[config.mk]
export PLATFORM = sky130hd
export DESIGN_NAME = ultrasonic_echo_emulator
export DESIGN_NICKNAME = d
export VERILOG_FILES = /design/src/rtl/ultrasonic_pkg.sv /design/src/rtl/ultrasonic_sync.sv /design/src/rtl/ultrasonic_echo_emulator.sv
export SDC_FILE = /design/constraint.sdc
export NUM_CORES = 1
export LEC_CHECK = 0
export ABC_CLOCK_PERIOD_IN_PS = 4100
export BUFFER_PORTS_ARGS = -buffer_cell sky130_fd_sc_hd__buf_2
export CORE_ASPECT_RATIO = 0.6
export CORE_UTILIZATION = 50
export DETAILED_ROUTE_END_ITERATION = 12
export PLACE_DENSITY = 0.66
export SLEW_MARGIN = 25
export SYNTH_ARGS = -nofsm -noshare
export SYNTH_HDL_FRONTEND = slang
export SYNTH_SLANG_ARGS = --single-unit
[constraint.sdc]
create_clock -name clk -period 4.1 [get_ports clk]
set_input_delay 0.82 -clock clk [delete_from_list [all_inputs] [get_ports clk]]
set_output_delay 0.82 -clock clk [all_outputs]
set_load 0.05 [all_outputs]
[src/rtl/ultrasonic_pkg.sv]
// Shared definitions for the ultrasonic ranging emulator and its driver.
package ultrasonic_pkg;

  localparam int unsigned CNT_W = 32;

  // Defaults for a 100 MHz clock.
  localparam int unsigned TRIG_MIN_DEF   = 1000;
  localparam int unsigned BURST_DLY_DEF  = 20000;
  localparam int unsigned CYC_PER_CM_DEF = 5800;
  localparam int unsigned MAX_CM_DEF     = 400;
  localparam int unsigned TIMEOUT_DEF    = 3800000;
  localparam int unsigned HOLDOFF_DEF    = 6000000;

  typedef enum logic [2:0] {
    StIdle,
    StTrigHi,
    StBurst,
    StEcho,
    StHoldoff
  } state_e;

  // Echo width in cycles for a distance; out-of-range distances report the timeout width.
  function automatic logic [CNT_W-1:0] echo_width(input logic [15:0]   d,
                                                  input int unsigned   cyc_per_cm,
                                                  input int unsigned   max_cm,
                                                  input int unsigned   timeout);
    if (d == 16'd0 || 32'(d) > max_cm) begin
      return timeout;
    end
    return 32'(d) * cyc_per_cm;
  endfunction

endpackage

[src/rtl/ultrasonic_sync.sv]
// Two-flop synchronizer for the trigger input with edge detection on the synced value.
module ultrasonic_sync (
  input  logic clk,
  input  logic reset,
  input  logic trigger,
  output logic trig_s,
  output logic trig_rise,
  output logic trig_fall
);

  logic meta_q, sync_q, prev_q;

  // Shift the raw trigger through two metastability flops, then keep one delayed copy.
  always_ff @(posedge clk or negedge reset) begin
    if (!reset) begin
      meta_q <= 1'b0;
      sync_q <= 1'b0;
      prev_q <= 1'b0;
    end else begin
      meta_q <= trigger;
      sync_q <= meta_q;
      prev_q <= sync_q;
    end
  end

  assign trig_s    = sync_q;
  assign trig_rise = sync_q & ~prev_q;
  assign trig_fall = ~sync_q & prev_q;

endmodule

[src/rtl/ultrasonic_echo_emulator.sv]
// HC-SR04 style responder: accepts a trigger pulse and returns an echo whose width
// encodes the programmed distance.
module ultrasonic_echo_emulator
  import ultrasonic_pkg::*;
#(
  parameter int unsigned TRIG_MIN   = TRIG_MIN_DEF,
  parameter int unsigned BURST_DLY  = BURST_DLY_DEF,
  parameter int unsigned CYC_PER_CM = CYC_PER_CM_DEF,
  parameter int unsigned MAX_CM     = MAX_CM_DEF,
  parameter int unsigned TIMEOUT    = TIMEOUT_DEF,
  parameter int unsigned HOLDOFF    = HOLDOFF_DEF
) (
  input  logic        clk,
  input  logic        reset,
  input  logic        trigger,
  input  logic [15:0] distance_cm,
  output logic        echo,
  output logic        busy,
  output logic        meas_done,
  output logic        short_trig
);

  logic trig_s, trig_rise, trig_fall;

  state_e           state_q;
  logic [CNT_W-1:0] cnt_q;
  logic [CNT_W-1:0] width_q;

  ultrasonic_sync u_sync (
    .clk       (clk),
    .reset     (reset),
    .trigger   (trigger),
    .trig_s    (trig_s),
    .trig_rise (trig_rise),
    .trig_fall (trig_fall)
  );

  // Measurement FSM with registered outputs; pulse outputs default low every cycle.
  always_ff @(posedge clk or negedge reset) begin
    if (!reset) begin
      state_q    <= StIdle;
      cnt_q      <= '0;
      width_q    <= '0;
      echo       <= 1'b0;
      busy       <= 1'b0;
      meas_done  <= 1'b0;
      short_trig <= 1'b0;
    end else begin
      meas_done  <= 1'b0;
      short_trig <= 1'b0;
      unique case (state_q)
        StIdle: begin
          // The cycle the rise is observed is already the first high cycle of the pulse.
          if (trig_rise) begin
            cnt_q   <= 32'd1;
            state_q <= StTrigHi;
          end
        end
        StTrigHi: begin
          if (trig_fall) begin
            if (cnt_q >= TRIG_MIN) begin
              // Width is fixed here, so later distance changes cannot affect this echo.
              width_q <= echo_width(distance_cm, CYC_PER_CM, MAX_CM, TIMEOUT);
              cnt_q   <= BURST_DLY;
              busy    <= 1'b1;
              state_q <= StBurst;
            end else begin
              short_trig <= 1'b1;
              cnt_q      <= '0;
              state_q    <= StIdle;
            end
          end else if (trig_s && cnt_q < TRIG_MIN) begin
            cnt_q <= cnt_q + 32'd1;
          end
        end
        StBurst: begin
          if (cnt_q <= 32'd1) begin
            echo    <= 1'b1;
            cnt_q   <= width_q;
            state_q <= StEcho;
          end else begin
            cnt_q <= cnt_q - 32'd1;
          end
        end
        StEcho: begin
          if (cnt_q <= 32'd1) begin
            echo      <= 1'b0;
            meas_done <= 1'b1;
            cnt_q     <= HOLDOFF;
            state_q   <= StHoldoff;
          end else begin
            cnt_q <= cnt_q - 32'd1;
          end
        end
        StHoldoff: begin
          // A rise coinciding with this exit is consumed here and never reaches IDLE.
          if (cnt_q <= 32'd1) begin
            busy    <= 1'b0;
            cnt_q   <= '0;
            state_q <= StIdle;
          end else begin
            cnt_q <= cnt_q - 32'd1;
          end
        end
        default: begin
          state_q <= StIdle;
        end
      endcase
    end
  end

endmodule

# Yosys cells after proc, flatten, opt, wreduce, memory -nomap -nowiden
# Index checks and enable logic that the tools add are counted.
# W data, S select, Z words.
dict set report totals {
  in_bits 19
  ff_bits 74
  elab_cells 76
}
dict set report op_classes {
  n_mux 32
  bitwise 4
  add_sub_neg 2
  mul 1
  reduce_logical 12
  eq_ne 11
  magnitude_cmp 4
}
# op n
set op_table {}
lappend op_table {{$mux W32} 8}
lappend op_table {{$pmux W32 S5} 1}
lappend op_table {{$add A32 B1 Y32 const B} 1}
lappend op_table {{$ge A32 B10 Y1 const B} 1}
lappend op_table {{$le A32 B1 Y1 const B} 1}
lappend op_table {{$lt A32 B10 Y1 const B} 1}
lappend op_table {{$sub A32 B1 Y32 const B} 1}
lappend op_table {{$mul A16 B10 Y26 const B} 1}
lappend op_table {{$gt A16 B9 Y1 const B} 1}
lappend op_table {{$logic_not A16 Y1} 1}
lappend op_table {{$mux W15} 1}
lappend op_table {{$mux W3} 5}
lappend op_table {{$pmux W3 S5} 1}
lappend op_table {{$mux W1} 13}
lappend op_table {{$ne A2 B2 Y1 const B} 6}
lappend op_table {{$reduce_and A3 Y1} 3}
lappend op_table {{$eq A3 B2 Y1 const B} 2}
lappend op_table {{$reduce_and A5 Y1} 1}
lappend op_table {{$reduce_bool A5 Y1} 1}
lappend op_table {{$pmux W1 S2} 2}
lappend op_table {{$reduce_and A4 Y1} 1}
lappend op_table {{$reduce_bool A2 Y1} 2}
lappend op_table {{$eq A3 B1 Y1 const B} 1}
lappend op_table {{$eq A3 B3 Y1 const B} 1}
lappend op_table {{7 further kinds} 9}

# Logic depth before layout (Yosys ltp)
# Gate-level depths: netlist of run 1.
dict set report logic_depth {
  word_depth 7
  ltp_mapped 18
  depth_no_buf 18
}

# By module
# From an unflattened synthesis of run 1, not the netlist that was laid out.
dict set report unflattened {
  cells_unflattened 803
  area_unflattened_um2 6969.2
}
# mod cells_per_inst area_per_inst_um2 instances seq_area_each_um2
set by_module_without_submodules {}
lappend by_module_without_submodules {ultrasonic_echo_emulator 798 6879.1 1 1626.6}
lappend by_module_without_submodules {ultrasonic_sync 5 90.1 1 75.1}

# Worst setup path after synthesis of run 1
# No wires, ideal clock.
dict set report synth_path {
  kind {input-to-reg}
  from {input distance_cm[7]}
  to {register width_q[27]}
  setup_ns 0.122
  arrival_time_ns 5.310
  setup_slack_ns -1.332
  path_stages 16
  path_cell_list {ha_1 -> fa_1 -> fa_1 -> fa_1 -> inv_1 -> fa_1 -> inv_1 -> ha_1 -> a21o_1 -> a21oi_1 -> o211ai_1 -> a21o_1 -> a211oi_1 -> a21oi_1 -> or3_1 -> a32o_1}
}
dict set report synth_via {
  elab_chain_cells 7
}
# element line
set synth_rtl {}
lappend synth_rtl {{start: declaration} ultrasonic_echo_emulator.sv:16} ;# input logic [15:0] distance_cm,
lappend synth_rtl {{branches (longest 6 deep; another with $mul A16 B10 Y26)} n/a}
lappend synth_rtl {{$mux W32 (*)} ultrasonic_pkg.sv:30} ;# return 32'(d) * cyc_per_cm;
lappend synth_rtl {{end signal: assignment} ultrasonic_echo_emulator.sv:63} ;# width_q <= echo_width(distance_cm, CYC_PER_CM, MAX_CM, TIMEOUT);
lappend synth_rtl {{end: declaration} ultrasonic_echo_emulator.sv:27} ;# logic [CNT_W-1:0] width_q;
# Mark *: on every way between the ends. The select of a mux whose other input is x is not followed.
# A chain may end at the register's enable or synchronous reset.

# Worst setup path in the final report of run 1
dict set report layout_path {
  from {input distance_cm[3]}
  to {register width_q[25]}
}
# The elaborated chain is that of the path after synthesis.

==> results of run 1 <==
[cells in the mapped netlist, types with 10 or more instances]
library cell,count
fa_1,45
nor3_1,18
a31oi_1,13
ha_1,79
nand4_1,12
a21o_1,10
xor2_1,18
nand2_1,65
nand2b_1,10
a21oi_1,53
o21ai_1,11
nor2_1,79
nand3_1,14
dfrtp_1,68
xnor2_1,14
inv_1,96
clkbuf_1,16
o21ai_0,56
[report_power, final]
part	internal [uW]	leakage [uW]	total, uW	switching (uW)
clock network	592	0.000158	906	314
registers	685	0.000816	715	29.6
logic	2260	0.00320	4610	2340
[cell type report]
| cell class | instances | area (um2) |
|---|---|---|
| Multi-Input combinational cell | 606 | 5200 |
| Fill cell | 1018 | 4280 |
| Sequential cell | 68 | 1700 |
| Timing Repair Buffer | 132 | 1040 |
| Inverter | 96 | 360 |
| Clock buffer | 9 | 225 |
| Tap cell | 170 | 213 |
| Clock inverter | 6 | 114 |
[state kept, by name, summed over array words and instances, names as in the netlist]
signal,count
echo,1
busy,1
u_sync.trig_s,1
u_sync.meta_q,1
width_q,26
state_q,3
u_sync.prev_q,1
meas_done,1
cnt_q,32
short_trig,1
[timing repair]
action	in CTS	in global routing
setup endpoints to repair	15	15
gates resized for setup	74	25
setup buffers	15	7
pin swaps	59	37
hold endpoints to repair	0	0
[cell families after synthesis]
logic type      count (synthesis)
simple gates                  245
xor+xnor                       32
flops                          68
buf+inv                       125
compound gates                204
fa+ha+maj                     124
mux                             1
[cell usage in the layout (no fill, tap or decap), types with 9 or more instances in the layout]
cell,instances
a21o_1,10
nand4_1,12
xnor2_1,12
ha_1,55
nor3_1,17
ha_4,20
nand2b_1,10
a31oi_1,12
clkbuf_16,9
nor2_1,75
buf_2,11
a21oi_1,42
a21oi_2,10
nand3_1,11
inv_1,85
buf_4,104
o21ai_1,12
xor2_1,17
inv_2,11
buf_6,13
o21ai_0,49
dfrtp_1,68
fa_1,44
nand2_1,62
[how the worst max path moves through the flow]
stage                         startpoint           to  cells after the start
final                     distance_cm[3]  width_q[25]                     19
after global routing      distance_cm[3]  width_q[25]                     19
after CTS                 distance_cm[3]  width_q[25]                     19
after detailed placement  distance_cm[3]  width_q[26]                     17
after global placement    distance_cm[3]  width_q[25]                     18
after floorplan           distance_cm[9]  width_q[27]                     17
[metal layers]
metal | vias up | track usage [%] | wire, um | share of wire [%]
li1 | 3010 | - | - | -
met4 | 0 | 5.67 | 217 | 1.1
met2 | 319 | 42.6 | 8280 | 42
met3 | 31 | 6.36 | 1770 | 8.9
met1 | 3188 | 44.6 | 9580 | 48
met5 | - | 0 | 0 | 0
[metrics by stage]
stage	instances	util, %	hold slack (ns)	power (uW)
global route	1087	67.4	0.381	6680
floorplan	799	-	0.331	2990
finish	1087	67.4	0.373	6230
CTS	1085	66.6	0.371	5860
global placement	1058	61.1	0.341	4150
detailed placement	1058	61.1	0.336	4290
==> qor.txt, run 1 <==
slew margin rel. - 34.2%
share of the clock period used by the worst path - 119%
syn nets - 942
Finished Cell Area - 0.00885 mm2
Die H - 93.0 um
count of input and output buffers - 22
main combinational cell family by area after synthesis - adder cells
CP max stage cell - fa_1
top-area cell type share of the netlist area - 24.7%
register area share after synthesis - 24.7%
R2R Path Start - cnt_q[23]
Worst-path clk slew - 0.06 ns
post-layout min period - 4.89 ns
Static Leakage - 0.00417 uW
CTS tree - built
Power Density - 703 mW/mm2
Die ar. - 0.0143 mm2
Post-DRT Antenna Nets - 0
Top-Level Pins - 23
Hold Vio Cnt, Final - 0
initial antenna violation count - 0
GPL Wtd Cong - 0.977
Post-Syn Instances - 799
Crit Path Category - in -> reg
CTS sink cnt - 68
GR Util All Layers - 29.4%
die width - 154 um
worst vdd ir - 0.497 mV
R2R setup slack - 0.59 ns
delay-heaviest family, CP - adder cells
top cells by area, synth - dfrtp_1 (25%), ha_1 (14%), fa_1 (13%)
unrepaired setup endpoints after global routing - yes
crit-path max cell delay - 0.52 ns
vias in the first global route - 6427
CTS Buffer Depth - 2
DP Worst Slack - -1.23 ns
setup slack after layout - -0.789 ns
count of final setup violators - 15
# DRC - 0
Synth cell types - 73
starting density of the core - 52.5%
hold path depth - 0
Worst-Skew Late Latency - 0.34 ns
Synth Register Bits - 68
failing checks - negative setup slack
largest net degree at the start of global routing - 42
num rows - 32
hold endpoint - u_sync.trig_s
H-tree depth - 3
dominant cell type by area after synthesis - dfrtp_1
Max Clk Rate - 205 MHz
Pins Over Slew Limit - 0
routed vias/inst - 6.02
synth warn - 0
total congestion overflow - 0
max_cap viols - 0
first-pass GRT wire length - 33.0 mm
Synth async-reset ratio - 100%
Avg Inst Size Synth - 8.63 um2
synthesized area - 0.00689 mm2
placeable core area - 0.0131 mm2
XOR/XNOR Fraction of Synth Area - 4.07%
Layout area overhead - 28.4%
routed vias - 6548
number of hold buffers added after cts - 0
Worst-Margin Slew - 0.987 ns
WL/cell - 18.3 um
outcome - finished, violations left
CP Data Required Time - 4.32 ns
antenna cell count - 0
Post-synth EDFFs - 0
Bufs and invs on worst path - 3
CP cell instances - buf_8 -> ha_4 -> xor2_1 -> ha_2 -> a21o_1 -> fa_1 -> fa_1 -> inv_2 -> fa_1 -> inv_2 -> ha_4 -> a21o_1 -> a21oi_2 -> o211ai_1 -> a21o_1 -> a211oi_4 -> a21oi_1 -> or3_1 -> a32o_1
initial DRC count - 549
Reg2Reg Depth - 8
CTS Buf Count - 9
post-synthesis compound-gate area fraction - 18.6%
RR Endpoint - cnt_q[24]
Detailed Routing Iterations Pass 1 - 5
share of post-route cells with drive strength above 1 - 26.1%
simple-gate share of the synthesized area - 17.5%
clock tree root buffer cell - clkbuf_16
Total Nets Final - 1056
CP Launch Type - input pin
Synth Area in Adders - 27.4%
Primary FF master, synth - dfrtp_1
Post-Route WL - 19.8 mm
Critical Path Fanout Max - 4
critical path capture point type - register
data arrival time of the worst path - 5.11 ns
Final Skew - 0.00663 ns
post-synthesis mux area share - 0.145%
detailed placer's ending HPWL - 15.3 mm
Post-DP Area - 0.00802 mm2
setup TNS - -7.50 ns
class of the tightest hold or removal check - reg -> reg
worst hold start - u_sync.meta_q
Note: power is estimated with default switching activity, not from simulation.
==> run 2: changes to the inputs <==
--- a/config.mk
+++ b/config.mk
@@ -10,7 +10,7 @@
 export CORE_ASPECT_RATIO = 0.6
 export CORE_UTILIZATION = 50
 export DETAILED_ROUTE_END_ITERATION = 12
-export PLACE_DENSITY = 0.66
+export PLACE_DENSITY = 0.62
 export SLEW_MARGIN = 25
 export SYNTH_ARGS = -nofsm -noshare
 export SYNTH_HDL_FRONTEND = slang
==> run 2 against run 1 <==
Compared with the run above: the run still ends with negative setup slack left; flip-flop and latch count stayed put; clock power is 16% lower; non-clock buffer count is 9 higher; register-to-register slack better by 0.07 ns; critical endpoint is now width_q[27]; largest power group unchanged; highest routed layer unchanged.
==> qor.txt, run 2 (synthesis results as in run 1) <==
CP Launch Type - input pin
Post-Route WL - 19.9 mm
Static Leakage - 0.00419 uW
share of the clock period used by the worst path - 121%
placeable core area - 0.0131 mm2
Pins Over Slew Limit - 0
Critical Path Fanout Max - 4
Crit Path Category - in -> reg
die width - 154 um
CTS tree - built
Die H - 93.0 um
R2R Path Start - cnt_q[23]
Post-DRT Antenna Nets - 0
number of hold buffers added after cts - 0
initial antenna violation count - 0
worst hold slack - 0.348 ns
Power Density - 682 mW/mm2
antenna cell count - 0
Worst-Margin Slew - 0.869 ns
clock tree root buffer cell - clkbuf_16
routed vias/inst - 5.85
GPL Wtd Cong - 1.01
CP cell instances - buf_12 -> ha_4 -> xor2_2 -> ha_2 -> a21o_1 -> fa_1 -> fa_1 -> inv_2 -> fa_1 -> inv_2 -> ha_4 -> a21o_1 -> a21oi_2 -> o211ai_1 -> a21o_1 -> a211oi_2 -> a21oi_1 -> or3_1 -> a32o_1
num rows - 32
Max Clk Rate - 201 MHz
Hold Vio Cnt, Final - 0
Final Skew - 0.00722 ns
unrepaired setup endpoints after global routing - yes
post-layout min period - 4.97 ns
CTS Buffer Depth - 2
count of final setup violators - 15
starting density of the core - 52.5%
detailed placer's ending HPWL - 15.4 mm
Layout area overhead - 28.8%
Biggest register - cnt_q
Total Nets Final - 1065
Worst-path clk slew - 0.05 ns
commonest non-fill, non-tap cells in the layout - buf_4 (110), inv_1 (85), nor2_1 (76), dfrtp_1 (68), nand2_1 (62)
Detailed Routing Iterations Pass 1 - 6
CTS sink cnt - 68
routed vias - 6403
worst vdd ir - 0.609 mV
Post-DP Area - 0.00806 mm2
setup slack after layout - -0.872 ns
total congestion overflow - 0
count of input and output buffers - 22
vias in the first global route - 5989
Non-Filler Instances - 1094
CP Data Required Time - 4.33 ns
critical path capture point type - register
data arrival time of the worst path - 5.20 ns
max_cap viols - 0
Die ar. - 0.0143 mm2
Finished Cell Area - 0.00888 mm2
GR Util All Layers - 28.5%
commonest non-fill, non-tap cell in the layout - buf_4
max FFs per register - 32
CTS Buf Count - 9
CP Launch Point - distance_cm[3]
class of the tightest hold or removal check - reg -> reg
initial DRC count - 544
# DRC - 0
H-tree depth - 3
largest net degree at the start of global routing - 37
outcome - finished, violations left
Top-Level Pins - 23
first-pass GRT wire length - 31.6 mm
crit-path max cell delay - 0.51 ns
share of post-route cells with drive strength above 1 - 26.8%
failing checks - negative setup slack
slew margin rel. - 41.5%
CP max stage cell - fa_1
Top Registers - cnt_q (32), width_q (26), state_q (3)
WL/cell - 18.2 um
worst hold start - u_sync.meta_q
placed insts - 1064
Worst-Skew Late Latency - 0.34 ns
==> run 2: changes by cell type in the layout (fill, tap and decap cells not counted), sizes merged <==
cell      delta
bufinv       -2
clkinv       -1
buf          +9
clkbuf       +2
clkinvlp     -1
==> run 2: cell type report <==
| type | instances | area, um2 |
|---|---|---|
| Clock inverter | 2 | 37.5 |
| Multi-Input combinational cell | 606 | 5210 |
| Inverter | 96 | 360 |
| Timing Repair Buffer | 141 | 1120 |
| Clock buffer | 11 | 243 |
| Sequential cell | 68 | 1700 |
| Tap cell | 170 | 213 |
| Fill cell | 1016 | 4260 |
==> run 2: path summary, 6_finish.rpt <==
check / to / slack (ns) / cells after the start
setup reg to reg: cnt_q[3] / 0.66 / 9
max in group asynchronous: width_q[8] / 2.53 / 2
hold / removal: u_sync.trig_s / 0.35 / 0
min in group asynchronous: cnt_q[22] / 0.58 / 1
setup / recovery: width_q[27] / -0.87 / 19
hold reg to reg: u_sync.trig_s / 0.35 / 0
==> run 2: repair_timing <==
item / CTS / global route
endpoints found under the hold margin: 0 / 0
setup endpoints to repair: 16 / 16
setup buffers: 8 / 11
gates resized for setup: 72 / 27
pin swaps: 46 / 63
==> run 2: through the flow <==
stage | setup WS, ns | util [%] | total power, uW | setup TNS [ns]
2_1_floorplan | -0.755 | - | 2990 | -6.65
3_3_place_gp | -1.12 | 61.4 | 4210 | -13.83
3_5_place_dp | -1.19 | 61.4 | 4300 | -14.80
4_1_cts | -0.777 | 66.1 | 5590 | -7.35
5_1_grt | -1.02 | 67.6 | 6480 | -10.22
6_report | -0.872 | 67.6 | 6050 | -7.85
==> run 2: metal layers <==
layer	track usage (%)	up-vias	share of wire, %
li1	-	3021	-
met1	45.6	3123	51
met2	39.3	234	41
met3	5.62	25	7.2
met4	4.42	0	1.1
met5	0	-	0
==> run 2: critical path, delay by kind of cell <==
family                     cells  cell delay, ns
and+or+nand+nor                1            0.36
buffers and inverters          3            0.20
adders and majority gates      6            2.09
xor gates and xnor gates       1            0.17
AOI/OAI and AO/OA              8            1.57
==> run 2: power by group <==
part | total, uW | internal [uW] | switching (uW)
clock | 764 | 477 | 287
sequential | 716 | 686 | 30.2
combinational | 4570 | 2280 | 2300
